### config.mk
export PLATFORM = sky130hd
export DESIGN_NAME = lsu_ctrl
export DESIGN_NICKNAME = d
export VERILOG_FILES = /design/src/rtl/lsu_pkg.sv /design/src/rtl/lsu_load_align.sv /design/src/rtl/lsu_ctrl.sv
export SDC_FILE = /design/constraint.sdc
export NUM_CORES = 1
export LEC_CHECK = 0
export ABC_AREA = 0
export BUFFER_PORTS_ARGS = -buffer_cell sky130_fd_sc_hd__buf_4
export CAP_MARGIN = 0
export CELL_PAD_IN_SITES_DETAIL_PLACEMENT = 1
export CELL_PAD_IN_SITES_GLOBAL_PLACEMENT = 1
export CORE_MARGIN = 2
export CORE_UTILIZATION = 30
export CTS_CLUSTER_DIAMETER = 100
export DETAILED_ROUTE_END_ITERATION = 16
export GPL_ROUTABILITY_DRIVEN = 0
export HOLD_SLACK_MARGIN = 0.06
export PLACE_DENSITY = 0.76
export SLEW_MARGIN = 15
export SYNTH_ARGS = -nofsm -noshare
export SYNTH_HDL_FRONTEND = slang
export SYNTH_HIERARCHICAL = 1
export SYNTH_SLANG_ARGS = --single-unit
### constraint.sdc
create_clock -name clk -period 10 [get_ports clk]
set_input_delay 1 -clock clk [delete_from_list [all_inputs] [get_ports clk]]
set_output_delay 1 -clock clk [all_outputs]
set_load 0.02 [all_outputs]
### src/rtl/lsu_pkg.sv
// Shared types and helpers for the load/store control unit: funct3 encodings,
// FSM states, fault codes and access-size decoding.
package lsu_pkg;

  localparam logic [2:0] F3_B  = 3'b000;
  localparam logic [2:0] F3_H  = 3'b001;
  localparam logic [2:0] F3_W  = 3'b010;
  localparam logic [2:0] F3_BU = 3'b100;
  localparam logic [2:0] F3_HU = 3'b101;

  typedef enum logic [1:0] {
    S_IDLE = 2'd0,
    S_REQ  = 2'd1,
    S_WAIT = 2'd2,
    S_DONE = 2'd3
  } lsu_state_e;

  typedef enum logic [2:0] {
    C_NONE     = 3'd0,
    C_MISALIGN = 3'd1,
    C_RANGE    = 3'd2,
    C_ILLEGAL  = 3'd3,
    C_TIMEOUT  = 3'd4
  } fault_cause_e;

  // funct3[1:0] encodes the access size for both loads and stores.
  function automatic logic [3:0] size_to_be(input logic [1:0] size);
    case (size)
      2'b00:   return 4'b0001;
      2'b01:   return 4'b0011;
      default: return 4'b1111;
    endcase
  endfunction

  function automatic logic [2:0] size_to_bytes(input logic [1:0] size);
    case (size)
      2'b00:   return 3'd1;
      2'b01:   return 3'd2;
      default: return 3'd4;
    endcase
  endfunction

  function automatic logic load_f3_legal(input logic [2:0] f3);
    return (f3 == F3_B) || (f3 == F3_H) || (f3 == F3_W) ||
           (f3 == F3_BU) || (f3 == F3_HU);
  endfunction

  function automatic logic store_f3_legal(input logic [2:0] f3);
    return (f3 == F3_B) || (f3 == F3_H) || (f3 == F3_W);
  endfunction

endpackage

### src/rtl/lsu_load_align.sv
// Load result formatting: masks lanes the access did not enable, then applies
// sign or zero extension selected by funct3.
module lsu_load_align
  import lsu_pkg::*;
(
  input  logic [2:0]  funct3_i,
  input  logic [31:0] data_i,
  output logic [31:0] result_o
);

  logic [3:0]  be;
  logic [31:0] masked;

  always_comb begin
    be     = size_to_be(funct3_i[1:0]);
    masked = data_i & {{8{be[3]}}, {8{be[2]}}, {8{be[1]}}, {8{be[0]}}};
    case (funct3_i)
      F3_B:    result_o = {{24{masked[7]}}, masked[7:0]};
      F3_BU:   result_o = {24'b0, masked[7:0]};
      F3_H:    result_o = {{16{masked[15]}}, masked[15:0]};
      F3_HU:   result_o = {16'b0, masked[15:0]};
      default: result_o = masked;
    endcase
  end

endmodule

### src/rtl/lsu_ctrl.sv
// Load/store control unit: accepts one MEM-stage access, checks it, drives a
// held RAM request until the RAM finishes or times out, and reports completion.
//
// state | meaning
// IDLE  | waiting for a load/store from EX/MEM
// REQ   | first request cycle, wait timer loaded
// WAIT  | request held until mem_busy drops or the timer expires
// DONE  | one-cycle completion pulse, result or fault valid
module lsu_ctrl
  import lsu_pkg::*;
#(
  parameter int unsigned MEM_BYTES        = 1024,
  parameter int unsigned TIMEOUT          = 15,
  parameter bit          ALLOW_MISALIGNED = 1'b1
) (
  input  logic        clk,
  input  logic        rst,
  input  logic        ex_valid,
  input  logic        ex_load,
  input  logic        ex_store,
  input  logic [2:0]  ex_funct3,
  input  logic [31:0] ex_addr,
  input  logic [31:0] ex_wdata,
  output logic        stall_o,
  output logic        done_o,
  output logic [31:0] load_data_o,
  output logic        fault_o,
  output logic [2:0]  fault_cause_o,
  output logic        mem_valid,
  output logic        mem_write,
  output logic [3:0]  mem_byte,
  output logic [31:0] mem_addr,
  output logic [31:0] mem_store_data,
  input  logic [31:0] mem_data_i,
  input  logic        mem_busy
);

  localparam int unsigned CW = $clog2(TIMEOUT + 1);

  lsu_state_e   state_q, state_d;
  logic [2:0]   f3_q;
  logic [31:0]  addr_q;
  logic [31:0]  wdata_q;
  logic         write_q;
  logic [3:0]   be_q;
  logic [CW-1:0] cnt_q, cnt_d;
  logic         fault_q;
  fault_cause_e cause_q;
  logic [31:0]  load_data_q;

  logic         accept;
  logic         illegal;
  logic         misaligned;
  logic [32:0]  end_addr;
  fault_cause_e chk_cause;
  logic [31:0]  aligned;

  assign accept = (state_q == S_IDLE) && ex_valid && (ex_load || ex_store);

  // Range check uses 33 bits so an access near 0xFFFFFFFF cannot wrap to a low address.
  always_comb begin
    illegal    = (ex_load && ex_store) ||
                 (ex_load && !load_f3_legal(ex_funct3)) ||
                 (ex_store && !store_f3_legal(ex_funct3));
    misaligned = ((ex_funct3[1:0] == 2'b01) && ex_addr[0]) ||
                 ((ex_funct3[1:0] == 2'b10) && (ex_addr[1:0] != 2'b00));
    end_addr   = {1'b0, ex_addr} + {30'b0, size_to_bytes(ex_funct3[1:0])} - 33'd1;
    chk_cause  = C_NONE;
    if (illegal) begin
      chk_cause = C_ILLEGAL;
    end else if (!ALLOW_MISALIGNED && misaligned) begin
      chk_cause = C_MISALIGN;
    end else if (end_addr >= 33'(MEM_BYTES)) begin
      chk_cause = C_RANGE;
    end
  end

  lsu_load_align u_align (
    .funct3_i (f3_q),
    .data_i   (mem_data_i),
    .result_o (aligned)
  );

  always_ff @(posedge clk) begin
    if (rst) begin
      state_q <= S_IDLE;
    end else begin
      state_q <= state_d;
    end
  end

  always_comb begin
    state_d = state_q;
    case (state_q)
      S_IDLE: begin
        if (accept) begin
          state_d = (chk_cause == C_NONE) ? S_REQ : S_DONE;
        end
      end
      S_REQ:  state_d = S_WAIT;
      S_WAIT: begin
        if (!mem_busy || (cnt_q == '0)) begin
          state_d = S_DONE;
        end
      end
      S_DONE: state_d = S_IDLE;
      default: state_d = S_IDLE;
    endcase
  end

  always_comb begin
    mem_valid     = (state_q == S_REQ) || (state_q == S_WAIT);
    stall_o       = accept || mem_valid;
    done_o        = (state_q == S_DONE);
    fault_o       = done_o && fault_q;
    fault_cause_o = done_o ? cause_q : C_NONE;
  end

  // Down-counter: loaded in REQ, terminal count 0 ends the WAIT window.
  always_comb begin
    cnt_d = cnt_q;
    if (state_q == S_REQ) begin
      cnt_d = CW'(TIMEOUT - 1);
    end else if ((state_q == S_WAIT) && mem_busy && (cnt_q != '0)) begin
      cnt_d = cnt_q - CW'(1);
    end
  end

  always_ff @(posedge clk) begin
    if (rst) begin
      f3_q        <= 3'b0;
      addr_q      <= 32'b0;
      wdata_q     <= 32'b0;
      write_q     <= 1'b0;
      be_q        <= 4'b0;
      cnt_q       <= '0;
      fault_q     <= 1'b0;
      cause_q     <= C_NONE;
      load_data_q <= 32'b0;
    end else begin
      cnt_q <= cnt_d;
      if (accept) begin
        fault_q <= (chk_cause != C_NONE);
        cause_q <= chk_cause;
        // A rejected access leaves the RAM-facing fields at the last real request.
        if (chk_cause == C_NONE) begin
          f3_q    <= ex_funct3;
          addr_q  <= ex_addr;
          wdata_q <= ex_wdata;
          write_q <= ex_store;
          be_q    <= size_to_be(ex_funct3[1:0]);
        end
      end
      if (state_q == S_WAIT) begin
        if (!mem_busy) begin
          if (!write_q) begin
            load_data_q <= aligned;
          end
        end else if (cnt_q == '0) begin
          fault_q <= 1'b1;
          cause_q <= C_TIMEOUT;
        end
      end
    end
  end

  assign load_data_o    = load_data_q;
  assign mem_write      = write_q;
  assign mem_byte       = be_q;
  assign mem_addr       = addr_q;
  assign mem_store_data = wdata_q;

endmodule

After elaboration in Yosys (flattened, before gate mapping)
Cells that the tools add are included.

Register bits: 114. Input bits: 105. Output and inout port bits: 108. Logic and storage cells: 88.

$add $sub $neg: 3. Order comparisons: 1. Eq/ne operators: 14. Muxes and demuxes: 21. Bitwise gates (word level): 3. Reductions and logical operators: 35.

Operators with widths (number): 32-bit one-hot mux with 4 select lines (1); 32-bit by 3-bit adder with 33-bit output (1); 33-bit by 11-bit greater-or-equal comparator with 1-bit output, second input constant (1); 33-bit by 1-bit subtractor with 33-bit output, second input constant (1); 32-bit bitwise AND (1); 4-bit one-hot mux with 2 select lines (2); 3-bit 2-to-1 mux (5); 3-bit equality test, second input constant (4); 1-bit logical OR (10); 2-bit 2-to-1 mux (5); 3-bit zero test (3); 1-bit logical AND (8); 4-bit 2-to-1 mux (2); 2-bit one-hot mux with 4 select lines (1); 2-bit by 1-bit equality test with 1-bit output, second input constant (3); 3-bit by 1-bit equality test with 1-bit output, second input constant (2); 2-bit zero test (3); 3-bit one-hot mux with 2 select lines (1); 2-bit equality test, second input constant (2); 4-bit zero test (1); 1-bit 2-to-1 mux (4); 2-bit != test, second input constant (2); 2-bit AND reduction (2); 4-bit nonzero test (1); other kinds (8) (11).

Longest topological paths before layout
Depth in word-level cells: 15. Gate-level depth with buffers: 19. Gate-level depth less buffers: 16.

Modules after synthesis
Netlist, hierarchy kept.

By module, submodules not included: lsu_ctrl (times used 1, cells each 961, area each 7302.0 um^2, seq. area each 2262.2 um^2); lsu_load_align (times used 1, cells each 67, area each 359.1 um^2, seq. area each 0.0 um^2).

Least setup slack after synthesis
No wires, ideal clock.

Kind: input -> register. Start: input ex_funct3[0]. End: register fault_q. Setup time: 0.115 ns. Arrival time: 4.763 ns. Data required time: 9.885 ns. Setup slack: 5.123 ns. Stages: 15. Buffers on the path: 0. Path through: or2_2 -> ha_1 -> inv_1 -> ha_1 -> inv_1 -> fa_1 -> nand2b_1 -> a21oi_4 -> o21ai_4 -> a211o_1 -> a21o_1 -> a2111o_1 -> or4_4 -> or4_4 -> o21a_1.

Word-level cells in the longest chain between the ends: 15. Elaborated cells on any way between the ends: 28. Those cells by class: add/sub: 2; order compare: 1; eq/ne: 5; mux: 7; reduce/logical: 13.

Ends and longest elaborated chain: start: declaration (RTL line lsu_ctrl.sv:21) `input logic [2:0] ex_funct3,`; branches (longest 9 deep; another with 32-bit by 3-bit adder with 33-bit output); 2-bit 2-to-1 mux * (RTL line lsu_ctrl.sv:69) `if (illegal) begin`; 3-bit nonzero test * (RTL line lsu_ctrl.sv:143) `fault_q <= (chk_cause != C_NONE);`; 1-bit 2-to-1 mux * (RTL line lsu_ctrl.sv:142) `if (accept) begin`; 1-bit 2-to-1 mux (RTL line lsu_ctrl.sv:159) `end else if (cnt_q == '0) begin`; 1-bit 2-to-1 mux (RTL line lsu_ctrl.sv:155) `if (!mem_busy) begin`; 1-bit 2-to-1 mux * (RTL line lsu_ctrl.sv:154) `if (state_q == S_WAIT) begin`; end signal: assignment (RTL line lsu_ctrl.sv:143); end: declaration (RTL line lsu_ctrl.sv:47) `logic fault_q;`.

Mark *: on every way between the ends. A chain may end at the register's enable or synchronous reset.

Worst setup path after layout
Start: input ex_funct3[0]. End: register addr_q[20] (netlist: mem_addr[20]).

Word-level cells in the longest chain between the ends: 12. Elaborated cells on any way between the ends: 25. Those cells by class: add/sub: 2; order compare: 1; eq/ne: 5; mux: 3; reduce/logical: 14.

Ends and longest elaborated chain: branches (longest 9 deep; another with 32-bit by 3-bit adder with 33-bit output); 2-bit 2-to-1 mux * (RTL line lsu_ctrl.sv:69); 3-bit zero test * (RTL line lsu_ctrl.sv:146) `if (chk_cause == C_NONE) begin`; 2-bit AND reduction (no source line) *; end signal: assignment (RTL line lsu_ctrl.sv:148) `addr_q <= ex_addr;`; end: declaration (RTL line lsu_ctrl.sv:42) `logic [31:0] addr_q;`.

Marked as above.

==> flow_summary.toml <==
[outcome]
outcome = "complete, no violations"

[layout]
antenna-diode-count = 0
final_common_cell = "buf_4"
drive_gt1_share_pct = 24.0
layout_common_cells = "222 x buf_4, 149 x a21oi_1, 131 x nand2_1, 113 x dfxtp_1, 86 x nand4_1"
area_delta_synth_final_pct = 29.4
stdcell_count = 1509
nFillCells = 3102
fin_nets = 1311

[floorplanning]
initial_core_util_pct = 30.5
die_area_um2 = 26800
io_pins = 213
core_area_um2 = 25100
die_h_um = 164
fp-row-count = 58
fp.dieW_um = 164

[placement]
dpl.hpwl_um = 21500
io_buffers = 212
dp_cells = 1477

[sta]
finalHoldViolations = 0
fin_setup_tns_ns = 0
finalSetupViolations = 0
finalCriticalPeriod_ns = 5.30
fin_crit_sh_pct = 53.0
tightest_slew_ns = 0.901
grt_setup_unrepaired = "false"
finClkSkew_ns = 0.00791
clock.fmax_mhz = 189
drv_slew = 0
slew_headroom_pct = 39.8

[cts]
clock_sinks = 113
postCtsSetupRepairBufs = 0
cts_buffers = 17
worstSkewPairLatency_ns = 0.43
h-tree-depth = 4
clk_pin_slew_ns = 0.06
cts_tree = "yes"
cts_root_buffer = "clkbuf_16"
holdBufCountCts = 0
cts_resized = 0
cts_buffer_depth = 2

[global_route]
grt_max_degree = 80
gr-usage-all-layers_pct = 22.1
grt_pass1_wl_um = 47200
antenna_found_initial = 0
grt.overflow.total = 0
grt_pass1_vias = 8501

[power_and_ir_drop]
leakage_nw = 3.95
ir_drop_mv = 0.109
p_per_area_nw_per_um2 = 161

[hold_path]
worstHoldPathCells = 2
min_path_type = "reg -> reg"

[worst_setup_path]
start_kind = "input port"
rrSetupSlack_ns = 6.95
setup.worst_path.end_class = "register"
worstReg2RegEnd = "mem_addr[20]"
worst_ep_required_time_ns = 10.27
criticalPathCategory = "in -> reg"
crit_arrival_ns = 5.57
setup.worst_path.end = "mem_addr[20]"
ff2ff_path_depth = 8
r2r-start = "state_q[1]"
cp-startpoint = "ex_funct3[0]"
crit_fanout = 61

[yosys]
yosysSeqAreaShare_pct = 29.5
synth-async-reset-ratio_pct = 0
syn_nets = 1173
synth-seq-cells = 113
synth_edf_count = 0
syn_area_um2 = 7660
synth.avg_cell_area_um2 = 7.45
synth_cells = 1028
yosysUniqueCellTypes = 77
yosys_warnings = 6
ys.flop_type = "dfxtp_1"

[route]
drt_iter0_markers = 549
routedWlPerCell_um = 20.0
drt_first_pass_iters = 5
ant_nets = 0
wl_um = 30200
drc_errors = 0
viasPerCell = 5.68
vias = 8566

[flow_run]
maxCapViolations = 0
[worst max-delay path, stage by stage]
cell      delay [ns]
buf_4           0.13
or2_2           0.31
ha_1            0.18
inv_1           0.06
ha_1            0.19
inv_1           0.07
fa_1            0.39
nand2b_1        0.22
a21oi_4         0.30
o21ai_4         0.13
a211o_1         0.38
o21ba_2         0.26
xnor2_1         0.18
or4_2           0.86
buf_4           0.38
o31ai_1         0.35
a21oi_1         0.11
[Yosys cell counts (all sizes together) (2+ instances only)]
| library cell | instances | share of area, % |
|---|---|---|
| o211ai | 8 | 0.78 |
| nor3b | 5 | 0.49 |
| a221o | 2 | 0.26 |
| and3 | 4 | 0.34 |
| a221oi | 4 | 0.46 |
| o2111a | 3 | 0.44 |
| o211a | 3 | 0.39 |
| or3 | 5 | 0.41 |
| nor4 | 6 | 0.57 |
| xnor2 | 8 | 0.91 |
| xor2 | 4 | 0.46 |
| o31ai | 70 | 6.9 |
| nand3b | 4 | 0.39 |
| a21oi | 151 | 10 |
| and4 | 3 | 0.34 |
| o21ai | 53 | 3.7 |
| a311oi | 4 | 0.46 |
| o32ai | 2 | 0.23 |
| dfxtp | 113 | 30 |
| or2 | 7 | 0.57 |
| mux2i | 8 | 1.1 |
| a21boi | 2 | 0.20 |
| nand3 | 12 | 0.78 |
| nand4 | 86 | 7.0 |
| o2111ai | 3 | 0.34 |
| a2111oi | 6 | 0.69 |
| a211oi | 10 | 1.1 |
| nor2 | 36 | 1.8 |
| a31oi | 3 | 0.25 |
| nand2b | 4 | 0.33 |
| buf | 30 | 2.5 |
| a211o | 4 | 0.46 |
| inv | 56 | 2.7 |
| a2111o | 2 | 0.29 |
| o21a | 10 | 0.98 |
| nor3 | 12 | 0.78 |
| a21o | 7 | 0.70 |
| a31o | 2 | 0.23 |
| or4 | 5 | 0.59 |
| nand2 | 131 | 6.4 |
| clkbuf | 73 | 3.6 |
| and2 | 9 | 0.73 |
| nand4b | 2 | 0.23 |
| ha | 39 | 6.4 |
| nor2b | 2 | 0.16 |
[metrics by stage]
step | total power, mW | hold WS [ns] | instance area [um2] | worst slack, ns | util (%)
after floorplan | 0.788 | 0.432 | 7660 | 5.12 | -
after global placement | 0.938 | 0.439 | 9310 | 4.43 | 37.1
after detailed placement | 0.947 | 0.439 | 9310 | 4.33 | 37.1
after CTS | 1.60 | 0.448 | 9920 | 4.77 | 39.5
after global routing | 1.67 | 0.475 | 9920 | 4.51 | 39.5
final | 1.59 | 0.446 | 9920 | 4.70 | 39.5
[routing by layer]
metal	up-vias	routed length (um)	GRT usage (%)
li1	4074	-	-
met1	4186	12900	28.5
met2	263	14400	36.3
met3	43	2090	5.45
met4	0	772	7.14
met5	-	0	0
[final cells by class]
cell class | count | area [um2] | share of cell area [%]
clock buffers | 17 | 425 | 4.29
clock inverters | 15 | 183 | 1.84
inverters | 56 | 210 | 2.12
multi-input cells | 756 | 4760 | 48.0
flip-flops and latches | 113 | 2260 | 22.8
well taps | 330 | 413 | 4.16
repair buffers | 222 | 1670 | 16.8
[state kept, by name, indices dropped and copies added, names as in the netlist]
| register | count |
|---|---|
| load_data_o | 32 |
| f3_q | 3 |
| cause_q | 3 |
| mem_addr | 32 |
| mem_write | 1 |
| mem_byte | 3 |
| state_q | 2 |
| fault_q | 1 |
| cnt_q | 4 |
| mem_store_data | 32 |
[logic make-up (layout without fill, tap and decap cells)]
kind of cell	count (synthesis)	after routing	share of synthesized area (%)
flip-flops	113	113	29.5
buffers and inverters	159	310	8.85
AND/OR/NAND/NOR	339	339	22.8
XOR/XNOR	12	12	1.37
multiplexers	8	8	1.09
AO/OA/AOI/OAI	357	357	29.8
adder cells (fa/ha/maj)	40	40	6.63
[how the worst min path moves through the flow]
stage | from | endpoint | slack, ns
after detailed placement | mem_byte[0] | mem_byte[0] | 0.44
after CTS | mem_byte[0] | mem_byte[0] | 0.45
after global routing | load_data_o[0] | load_data_o[0] | 0.48
after global placement | mem_byte[0] | mem_byte[0] | 0.44
final | mem_byte[0] | mem_byte[0] | 0.45
after floorplan | cause_q[2] | cause_q[2] | 0.43
[power breakdown]
part	internal, mW	switching [mW]
clock network	0.395	0.254
logic	0.168	0.284
registers	0.476	0.0166
No activity file was read; power rests on OpenSTA's default activity.
